<file path="config.mk">
export PLATFORM = sky130hd
export DESIGN_NAME = seg7_scan_driver_flat
export DESIGN_NICKNAME = d
export VERILOG_FILES = /design/src/rtl/seg7_pkg.sv /design/src/rtl/seg7_scan_driver_if.sv /design/src/rtl/seg7_hex_lut.sv /design/src/rtl/seg7_scan_driver.sv /design/src/flat_wrapper.sv
export SDC_FILE = /design/constraint.sdc
export NUM_CORES = 1
export LEC_CHECK = 0
export CAP_MARGIN = 30
export CORE_MARGIN = 8
export CORE_UTILIZATION = 56
export CTS_CLUSTER_SIZE = 12
export DETAILED_ROUTE_END_ITERATION = 8
export GPL_TIMING_DRIVEN = 1
export PLACE_DENSITY = 0.89
export RECOVER_POWER = 25
export SLEW_MARGIN = 20
export SYNTH_ARGS = -nofsm -noshare
export SYNTH_HDL_FRONTEND = slang
export SYNTH_SLANG_ARGS = --single-unit
</file>
<file path="constraint.sdc">
create_clock -name clk -period 5 [get_ports clk]
set_clock_uncertainty 0.1 [all_clocks]
set_input_delay 1 -clock clk [delete_from_list [all_inputs] [get_ports clk]]
set_output_delay 1 -clock clk [all_outputs]
set_load 0.1 [all_outputs]
</file>
<file path="src/rtl/seg7_pkg.sv">
// Shared constants for the seven-segment scan driver: the team glyph table,
// the "all segments dark" pattern and the digit-index width helper.
package seg7_pkg;

  // Glyphs for hex 0..F, bit order {g,f,e,d,c,b,a}; entry 0 sits in the low bits.
  localparam logic [15:0][6:0] GLYPHS = {
    7'h71, 7'h79, 7'h5E, 7'h39, 7'h7C, 7'h77, 7'h67, 7'h7F,
    7'h07, 7'h7D, 7'h6D, 7'h66, 7'h4F, 7'h5B, 7'h06, 7'h3F
  };

  localparam logic [6:0] SEG_OFF = 7'h00;

  function automatic int idx_width(input int n);
    return (n > 2) ? $clog2(n) : 1;
  endfunction

endpackage

</file>
<file path="src/rtl/seg7_scan_driver_if.sv">
// Bundle between the control/datapath side and the display driver.
interface seg7_scan_driver_if #(
  parameter int NUM_DIGITS = 4
);
  // load is a one-cycle strobe sampled on every rising clk edge; there is no
  // ready/backpressure, so the driver accepts value_in/dp_in whenever load = 1.
  logic                    load;
  logic [4*NUM_DIGITS-1:0] value_in;
  logic [NUM_DIGITS-1:0]   dp_in;
  logic                    blank_in;
  logic [6:0]              seg;
  logic                    dp;
  logic [NUM_DIGITS-1:0]   dig_sel;
  logic                    frame_done;

  modport master (
    output load, value_in, dp_in, blank_in,
    input  seg, dp, dig_sel, frame_done
  );

  modport slave (
    input  load, value_in, dp_in, blank_in,
    output seg, dp, dig_sel, frame_done
  );
endinterface

</file>
<file path="src/rtl/seg7_hex_lut.sv">
// Combinational nibble to seven-segment glyph decoder.
module seg7_hex_lut
  import seg7_pkg::*;
(
  input  logic [3:0] i_nib,
  output logic [6:0] o_seg
);

  assign o_seg = GLYPHS[i_nib];

endmodule

</file>
<file path="src/rtl/seg7_scan_driver.sv">
// Time-multiplexed multi-digit seven-segment driver with double-buffered value,
// leading-zero blanking, per-digit decimal points and a ghost-guard cycle.
module seg7_scan_driver
  import seg7_pkg::*;
#(
  parameter int NUM_DIGITS     = 4,
  parameter int SCAN_DIV       = 50000,
  parameter int LZ_BLANK       = 1,
  parameter int SEG_ACTIVE_LOW = 0,
  parameter int DIG_ACTIVE_LOW = 0
) (
  input  logic               clk,
  input  logic               rst,
  seg7_scan_driver_if.slave  bus
);

  localparam int IW = idx_width(NUM_DIGITS);
  localparam int PW = (SCAN_DIV > 2) ? $clog2(SCAN_DIV) : 1;
  localparam logic [6:0] SEG_RST = (SEG_ACTIVE_LOW != 0) ? ~SEG_OFF : SEG_OFF;
  localparam logic DP_RST = (SEG_ACTIVE_LOW != 0) ? 1'b1 : 1'b0;
  localparam logic [NUM_DIGITS-1:0] DIG_RST = (DIG_ACTIVE_LOW != 0) ? '1 : '0;

  logic [PW-1:0]           r_presc;
  logic [IW-1:0]           r_idx;
  logic [4*NUM_DIGITS-1:0] r_pend_val;
  logic [NUM_DIGITS-1:0]   r_pend_dp;
  logic [4*NUM_DIGITS-1:0] r_disp_val;
  logic [NUM_DIGITS-1:0]   r_disp_dp;
  logic                    r_frame_done;
  logic [6:0]              r_seg;
  logic                    r_dp;
  logic [NUM_DIGITS-1:0]   r_dig;

  logic                    w_tick;
  logic                    w_last;
  logic                    w_wrap;
  logic [IW-1:0]           w_idx_nxt;
  logic [4*NUM_DIGITS-1:0] w_disp_val_nxt;
  logic [NUM_DIGITS-1:0]   w_disp_dp_nxt;
  logic [NUM_DIGITS-1:0]   w_lz;
  logic [NUM_DIGITS-1:0]   w_onehot;
  logic [3:0]              w_nib;
  logic                    w_dp_cur;
  logic                    w_lz_cur;
  logic [6:0]              w_glyph;
  logic [6:0]              w_seg_pre;

  assign w_tick = (r_presc == PW'(SCAN_DIV - 1));
  assign w_last = (r_idx == IW'(NUM_DIGITS - 1));
  assign w_wrap = w_tick & w_last;

  always_comb begin
    w_idx_nxt = r_idx;
    if (w_tick) begin
      w_idx_nxt = w_last ? '0 : r_idx + 1'b1;
    end
  end

  // Display only changes on the wrap tick, so a frame never tears. A load on
  // that same cycle bypasses the pending buffer and lands in the new frame.
  always_comb begin
    w_disp_val_nxt = r_disp_val;
    w_disp_dp_nxt  = r_disp_dp;
    if (w_wrap) begin
      w_disp_val_nxt = bus.load ? bus.value_in : r_pend_val;
      w_disp_dp_nxt  = bus.load ? bus.dp_in    : r_pend_dp;
    end
  end

  // Digit i (i > 0) is a leading zero when nibbles i..N-1 are all zero.
  always_comb begin : p_lz
    logic w_zero;
    w_zero = 1'b1;
    w_lz   = '0;
    for (int i = NUM_DIGITS - 1; i >= 0; i--) begin
      w_zero = w_zero & (w_disp_val_nxt[i*4 +: 4] == 4'h0);
      w_lz[i] = (LZ_BLANK != 0) && (i != 0) && w_zero;
    end
  end

  always_comb begin
    w_nib    = 4'h0;
    w_dp_cur = 1'b0;
    w_lz_cur = 1'b0;
    w_onehot = '0;
    for (int i = 0; i < NUM_DIGITS; i++) begin
      if (w_idx_nxt == IW'(i)) begin
        w_nib       = w_disp_val_nxt[i*4 +: 4];
        w_dp_cur    = w_disp_dp_nxt[i];
        w_lz_cur    = w_lz[i];
        w_onehot[i] = 1'b1;
      end
    end
  end

  seg7_hex_lut u_lut (
    .i_nib (w_nib),
    .o_seg (w_glyph)
  );

  assign w_seg_pre = w_lz_cur ? SEG_OFF : w_glyph;

  always_ff @(posedge clk or posedge rst) begin
    if (rst) begin
      r_presc      <= '0;
      r_idx        <= '0;
      r_pend_val   <= '0;
      r_pend_dp    <= '0;
      r_disp_val   <= '0;
      r_disp_dp    <= '0;
      r_frame_done <= 1'b0;
      r_seg        <= SEG_RST;
      r_dp         <= DP_RST;
      r_dig        <= DIG_RST;
    end else begin
      r_presc      <= w_tick ? '0 : r_presc + 1'b1;
      r_idx        <= w_idx_nxt;
      if (bus.load) begin
        r_pend_val <= bus.value_in;
        r_pend_dp  <= bus.dp_in;
      end
      r_disp_val   <= w_disp_val_nxt;
      r_disp_dp    <= w_disp_dp_nxt;
      r_frame_done <= w_wrap;
      r_seg        <= (SEG_ACTIVE_LOW != 0) ? ~w_seg_pre : w_seg_pre;
      r_dp         <= w_dp_cur ^ DP_RST;
      // Ghost guard: all digits dark for the first cycle of each digit period
      // while segments settle onto the new glyph.
      r_dig        <= ((w_tick || bus.blank_in) ? '0 : w_onehot) ^ DIG_RST;
    end
  end

  assign bus.seg        = r_seg;
  assign bus.dp         = r_dp;
  assign bus.dig_sel    = r_dig;
  assign bus.frame_done = r_frame_done;

endmodule

</file>
<file path="src/flat_wrapper.sv">
// flat-port wrapper written by rule: the top's interface ports become plain ports
module seg7_scan_driver_flat import seg7_pkg::*;
#(
  parameter int NUM_DIGITS     = 4,
  parameter int SCAN_DIV       = 50000,
  parameter int LZ_BLANK       = 1,
  parameter int SEG_ACTIVE_LOW = 0,
  parameter int DIG_ACTIVE_LOW = 0
)
  (clk, rst, bus_load, bus_value_in, bus_dp_in, bus_blank_in, bus_seg, bus_dp, bus_dig_sel, bus_frame_done);
  seg7_scan_driver_if #(.NUM_DIGITS(NUM_DIGITS)) bus_i ();
  input  logic clk;
  input  logic rst;
  input wire logic [$bits(bus_i.load)-1:0] bus_load;
  input wire logic [$bits(bus_i.value_in)-1:0] bus_value_in;
  input wire logic [$bits(bus_i.dp_in)-1:0] bus_dp_in;
  input wire logic [$bits(bus_i.blank_in)-1:0] bus_blank_in;
  output wire logic [$bits(bus_i.seg)-1:0] bus_seg;
  output wire logic [$bits(bus_i.dp)-1:0] bus_dp;
  output wire logic [$bits(bus_i.dig_sel)-1:0] bus_dig_sel;
  output wire logic [$bits(bus_i.frame_done)-1:0] bus_frame_done;
  assign bus_i.load = bus_load;
  assign bus_i.value_in = bus_value_in;
  assign bus_i.dp_in = bus_dp_in;
  assign bus_i.blank_in = bus_blank_in;
  assign bus_seg = bus_i.seg;
  assign bus_dp = bus_i.dp;
  assign bus_dig_sel = bus_i.dig_sel;
  assign bus_frame_done = bus_i.frame_done;
  seg7_scan_driver #(.NUM_DIGITS(NUM_DIGITS), .SCAN_DIV(SCAN_DIV), .LZ_BLANK(LZ_BLANK), .SEG_ACTIVE_LOW(SEG_ACTIVE_LOW), .DIG_ACTIVE_LOW(DIG_ACTIVE_LOW)) u_core (.clk(clk), .rst(rst), .bus(bus_i));
endmodule
</file>
## Word-level counts from Yosys, hierarchy flattened

Memories as Yosys holds them, arrays and structs flattened.
Cells that the tools add are included.

| cells by class | value |
|---|---|
| muxes and demuxes | 25 |
| reductions and logical operators | 5 |
| magnitude comparators | 1 |
| equality and inequality tests | 5 |
| bitwise operators | 3 |
| add/sub/neg operators | 2 |

Operator list:

| kind | number |
|---|---|
| 16-bit 2-to-1 mux | 3 |
| 4-bit 2-to-1 mux | 7 |
| 16-bit by 1-bit adder with 16-bit output (second input constant) | 1 |
| 16-bit equality test (second input constant) | 1 |
| 7-bit 2-to-1 mux | 2 |
| 4-bit zero test | 3 |
| 1-bit 2-to-1 mux | 11 |
| 2-bit equality test (second input constant) | 3 |
| 4-bit by 5-bit < comparator with 1-bit output (second input constant) | 1 |
| 2-bit 2-to-1 mux | 2 |
| 1-bit AND | 3 |
| 2-bit by 1-bit adder with 2-bit output (second input constant) | 1 |
| 2-bit by 1-bit equality test with 1-bit output (second input constant) | 1 |
| 2-bit zero test | 1 |
| 1-bit logical OR | 1 |

| storage, ports and cells | value |
|---|---|
| input bits | 24 |
| memory bits (read-only) | 112 |
| memories | 1 |
| flip-flop bits (word level) | 71 |

Memory list:

| name | depth | width | read ports | clocked after Yosys merged registers in | wr ports | line | RTL |
|---|---|---|---|---|---|---|---|
| (name not given) | 16 | 7 | 1 | 0 | 0 | seg7_hex_lut.sv:9 | `assign o_seg = GLYPHS[i_nib];` |

## Logic depth before layout (Yosys ltp)

| logic depth | value |
|---|---|
| word-level depth | 11 |
| gate-level depth with buffers | 12 |

## Hierarchy

Synthesis repeated with hierarchy kept, for this count alone.

| second synthesis, totals | value |
|---|---|
| cell total of the unflattened synthesis | 288 |
| area, all modules | 3442.1 µm² |

By module, submodules not included:

| module | cells each | area each (µm²) | sequential area each (µm²) | instances |
|---|---|---|---|---|
| seg7_scan_driver | 247 | 3158.0 | 1776.7 | 1 |
| seg7_hex_lut | 41 | 284.0 | 0.0 | 1 |

## Least setup slack after synthesis

No wires, ideal clock.

| path | value |
|---|---|
| path type | input -> register |
| start point | input bus_load |
| end point | register u_core.r_seg[3], in the netlist u_core.bus.seg[3] |
| cell stages on the path | 9 |
| setup time | 0.088 ns |
| path slack | 1.056 ns |
| path buffers | 2 |
| data arrival time | 3.756 ns |
| cell sequence | clkbuf_1 -> clkbuf_1 -> mux2_2 -> mux2_2 -> mux2_1 -> mux2i_1 -> ha_1 -> or3_1 -> a41oi_1 |

| between the ends | value |
|---|---|
| cells in the longest elaborated chain, start to end | 9 |
| elaborated cells on any way between the ends | 17 |
| classes of those cells | mux (11); bitwise (2); reduce/logical (3); memory (1) |

Ends and longest elaborated chain:

| what | line | RTL |
|---|---|---|
| start: declaration | flat_wrapper.sv:14 | `input wire logic [$bits(bus_i.load)-1:0] bus_load;` |
| 16-bit 2-to-1 mux | seg7_scan_driver.sv:65 | `w_disp_val_nxt = bus.load ? bus.value_in : r_pend_val;` |
| 16-bit 2-to-1 mux | seg7_scan_driver.sv:64 | `if (w_wrap) begin` |
| named net u_core.w_disp_val_nxt[1] | seg7_scan_driver.sv:38 | `logic [4*NUM_DIGITS-1:0] w_disp_val_nxt;` |
| 4-bit 2-to-1 mux (4 in series) | seg7_scan_driver.sv:87 | `if (w_idx_nxt == IW'(i)) begin` |
| memory read 16 x 7 bit | -- |  |
| 7-bit 2-to-1 mux (not written as such) | seg7_hex_lut.sv:9 |  |
| 7-bit 2-to-1 mux | seg7_scan_driver.sv:101 | `assign w_seg_pre = w_lz_cur ? SEG_OFF : w_glyph;` |
| named net u_core.w_seg_pre[3] | seg7_scan_driver.sv:46 | `logic [6:0] w_seg_pre;` |
| end signal: assignment | seg7_scan_driver.sv:125 | `r_seg <= (SEG_ACTIVE_LOW != 0) ? ~w_seg_pre : w_seg_pre;` |
| end: declaration | seg7_scan_driver.sv:30 | `logic [6:0] r_seg;` |

The timed path passes the listed nets, and every way through them passes these cells. The select of a mux whose other input is x is not followed.

## Worst setup path after layout

| path | value |
|---|---|
| start point | register u_core.r_presc[7] |
| end point | register u_core.r_seg[0], in the netlist u_core.bus.seg[0] |

| between the ends | value |
|---|---|
| cells in the longest elaborated chain, start to end | 10 |
| elaborated cells on any way between the ends | 23 |
| classes of those cells | eq/ne (4); mux (11); bitwise (3); reduce/logical (4); memory (1) |

Ends and longest elaborated chain:

| what | line | RTL |
|---|---|---|
| start: declaration | seg7_scan_driver.sv:23 | `logic [PW-1:0] r_presc;` |
| start signal: assignment | seg7_scan_driver.sv:116 | `r_presc <= w_tick ? '0 : r_presc + 1'b1;` |
| 16-bit equality test (*) | seg7_scan_driver.sv:48 | `assign w_tick = (r_presc == PW'(SCAN_DIV - 1));` |
| 1-bit AND or 2-bit 2-to-1 mux (tied branches) | seg7_scan_driver.sv:50, seg7_scan_driver.sv:54 |  |
| 16-bit 2-to-1 mux or 2-bit zero test (tied branches) | seg7_scan_driver.sv:64, seg7_scan_driver.sv:87 |  |
| 4-bit 2-to-1 mux or 4-bit zero test (tied branches) | seg7_scan_driver.sv:87, seg7_scan_driver.sv:76 |  |
| 4-bit 2-to-1 mux or 1-bit AND (tied branches) (2 in series) | seg7_scan_driver.sv:87, seg7_scan_driver.sv:76 |  |
| 4-bit 2-to-1 mux or 1-bit 2-to-1 mux (tied branches) | seg7_scan_driver.sv:87 |  |
| memory read 16 x 7 bit or 1-bit 2-to-1 mux (tied branches) | -- |  |
| 7-bit 2-to-1 mux (not written as such) or 1-bit 2-to-1 mux (tied branches) | seg7_hex_lut.sv:9, seg7_scan_driver.sv:87 |  |
| 7-bit 2-to-1 mux (*) | seg7_scan_driver.sv:101 |  |
| named net u_core.w_seg_pre[0] | seg7_scan_driver.sv:46 |  |

The timed path passes the listed nets; every way through them passes the cells marked *. The select of a mux whose other input is x is not followed.

==> qor.csv <==
stage,metric,value,unit
worst_setup_path,cp-endpoint,u_core.bus.seg[0],
timing,fin_crit_sh,86.00,%
worst_hold_path,hp-class,flip-flop to flip-flop,
synthesis,yosysSeqAreaShare,52.38,%
synthesis,synthTopCellsByArea,"dfrtp_1 (52%), mux2_2 (7.6%), mux2i_1 (5.0%)",
timing,rsz0062_at_grt,false,
timing,setup_viol,0,
worst_hold_path,hold_path.startpoint,u_core.r_presc[0],
clocking,cts.sinks,71,
detailed_routing,route.detailed.drc,0,
timing,slew_headroom,-25.96,%
detailed_routing,drt-pass1-iter-count,4,
clocking,cts_made_buffers,9,
worst_setup_path,cp.arrival,4420,ps
die,initial_core_util,57.63,%
detailed_routing,drt.antenna.violating_nets,0,
power,p_total,0.001151,W
synthesis,synth_top_cell_by_area,dfrtp_1,
clocking,cts_root_buf,clkbuf_8,
timing,holdWs,363.9,ps
placement,io_buffers,36,
timing,worst_pin_slew,1889,ps
timing,finalCriticalPeriod,4300,ps
worst_setup_path,cp_max_fo,10,
clocking,hold_buffers,0,
flow_run,maxCapViolations,1,
placement,gp_congestion,0.8355,
grt,antenna_found_initial,0,
final_layout,final_util,68.79,%
worst_setup_path,cp-end-kind,flip-flop,
final_layout,fin_nets,375,
detailed_routing,vias,2420,
synthesis,synth-seq-cells,71,
synthesis,avgSynthCellArea,11.31,um^2
grt,grt_max_degree,46,
synthesis,yosysUniqueCellTypes,48,
placement,place_inst,406,
grt,grt_first_pass_wirelength,11.97,mm
synthesis,mappedNetlistNets,331,
die,die_w,93.83,um
detailed_routing,vias_per_cell,5.708,
final_layout,area_growth,19.37,%
timing,fmax,0.2326,GHz
timing,final-max-slew-violation-count,38,
synthesis,ys_async_sr_fraction,100.0,%
synthesis,yosys_warnings,0,
grt,grt_usage,17.04,%
clocking,h-tree-depth,3,
worst_setup_path,worstReg2RegStart,u_core.r_presc[7],
timing,fin_tns_setup,0,ps
power,leakagePower,1.906,nW
final_layout,stdcell_count,424,
grt,grt_pass1_vias,2497,
worst_setup_path,crit_required,5120,ps
clocking,clk_path_buf_depth,2,
die,ios,37,
worst_setup_path,rr_worst_depth,10,
synthesis,synth_top_area_share,52.38,%
clocking,cts.reportedPaths.clkPinSlew,80,ps
clocking,cts_resized,0,
worst_setup_path,critPathKind,flip-flop to flip-flop,
power,powerDensity,284.3,mW/mm^2
detailed_routing,drt-total-wl,7.046,mm
die,rows,28,
die,die_y,93.83,um
run_status,run_status,"finished, violations left",
worst_setup_path,r2r_setup_slack,700,ps
grt,grt_remaining_overflow,0,
synthesis,ys.flop_type,dfrtp_1,
synthesis,synthCells,300,
worst_setup_path,startpoint,u_core.r_presc[7],
worst_setup_path,critPathLaunchType,flip-flop,
final_layout,n_antenna_cell,0,
detailed_routing,drt_iter0_markers,132,
clocking,cts_tree,built,
die,die-area,0.008803,mm^2
synthesis,synth_edf_count,0,
run_status,violations,"capacitance limit, slew limit",
die,coreArea,0.005886,mm^2
detailed_routing,post_drt_wl_per_cell,16.62,um
placement,hpwl,5.008,mm
synthesis,syn_area,0.003392,mm^2
clocking,clock_latency,340,ps
final_layout,drive_above_1_share,15.19,%
clocking,cts_setup_buffers,0,
power,vdd_ir_drop_max,0.0002188,V
timing,hold_viol_final,0,
worst_setup_path,r2r_end,u_core.bus.seg[0],
[Yosys cell counts (3+ instances only)]
library cell	count
mux2_2	23
nor4_1	5
clkbuf_1	5
and2_1	4
dfrtp_1	71
a21oi_1	3
inv_1	16
nor3_1	3
mux2i_1	17
o21ai_0	9
nand2_1	38
a211oi_1	5
xnor2_1	4
ha_1	7
nand3_1	10
mux2_1	3
and3_1	9
nor2_1	18
xor2_1	9
mux2_4	3
[cell families after synthesis]
logic type	count (synthesis)	synth area share (%)
multiplexers	46	14.98
flip-flops	71	52.38
adder cells (fa/ha/maj)	7	2.582
XOR/XNOR	13	3.357
buffers and inverters	26	3.394
AND/OR/NAND/NOR	106	16.97
AO/OA/AOI/OAI	31	6.345
[worst max-delay path, cell delays in order, from the launching register on]
cell and delay [ps]:
dfrtp_1 400, or4b_1 690, o41ai_1 680, and2_1 550
mux2_1 370, mux2i_1 450, inv_1 170, ha_1 250
nand3b_1 110, a21oi_1 70, a2111oi_1 340
[metal layers]
| layer | vias up | global-route usage [%] | part of all wire [%] |
|---|---|---|---|
| li1 | 1141 | - | - |
| met1 | 1211 | 21.37 | 45 |
| met2 | 56 | 28.12 | 49 |
| met3 | 12 | 4.716 | 4.7 |
| met4 | 0 | 4.624 | 1.2 |
| met5 | - | 0 | 0 |
[how the worst min path moves through the flow]
| stage | slack, ps | cells past startpoint | to |
|---|---|---|---|
| 2_1_floorplan | 330 | 1 | u_core.r_presc[0] |
| 3_3_place_gp | 340 | 2 | u_core.r_disp_dp[3] |
| 3_5_place_dp | 350 | 1 | u_core.r_presc[0] |
| 4_1_cts | 360 | 1 | u_core.r_presc[0] |
| 5_1_grt | 380 | 1 | u_core.r_presc[0] |
| 6_report | 360 | 1 | u_core.r_presc[0] |
[power breakdown]
part           switching [W]  leakage, nW  internal, W   total, W
logic              0.0000321        0.962    0.0000328  0.0000649
clock network       0.000214        0.109     0.000277   0.000492
registers         0.00000443        0.836     0.000590   0.000595
[per-stage QoR]
step | cell area (um^2) | setup WS (ps)
6_report | 4049 | 699.9
5_1_grt | 4049 | 485.2
4_1_cts | 4040 | 702.0
3_5_place_dp | 3829 | 765.9
3_3_place_gp | 3829 | 915.4
2_1_floorplan | 3392 | 1056
[state kept, by name, indices dropped and copies added, names as in the netlist]
| register | flops |
|---|---|
| u_core.r_disp_val | 16 |
| u_core.r_idx | 2 |
| u_core.bus.dig_sel | 4 |
| u_core.r_pend_val | 16 |
| u_core.r_presc | 16 |
| u_core.bus.frame_done | 1 |
| u_core.bus.dp | 1 |
| u_core.r_pend_dp | 4 |
| u_core.bus.seg | 7 |
| u_core.r_disp_dp | 4 |
[final cells by class]
| cell class | instances | area [um^2] |
|---|---|---|
| clock inverters | 7 | 87.58 |
| multi-input cells | 203 | 1500 |
| fillers | 444 | 1837 |
| well taps | 75 | 93.84 |
| inverters | 16 | 60.06 |
| clock buffers | 9 | 123.9 |
| repair buffers | 43 | 406.6 |
| flip-flops and latches | 71 | 1777 |
[cells in the final DEF, fill, tap and decap left out, types with 7 or more instances in the layout]
| master | synthesis | routed |
|---|---|---|
| nor2_1 | 18 | 18 |
| nand2_1 | 38 | 38 |
| clkbuf_8 | 0 | 9 |
| mux2i_1 | 17 | 17 |
| mux2_2 | 23 | 23 |
| dfrtp_1 | 71 | 71 |
| xor2_1 | 9 | 9 |
| ha_1 | 7 | 7 |
| o21ai_0 | 9 | 9 |
| nand3_1 | 10 | 10 |
| inv_1 | 16 | 16 |
| clkdlybuf4s50_1 | 0 | 35 |
| and3_1 | 9 | 9 |
No activity file was read; power rests on OpenSTA's default activity.
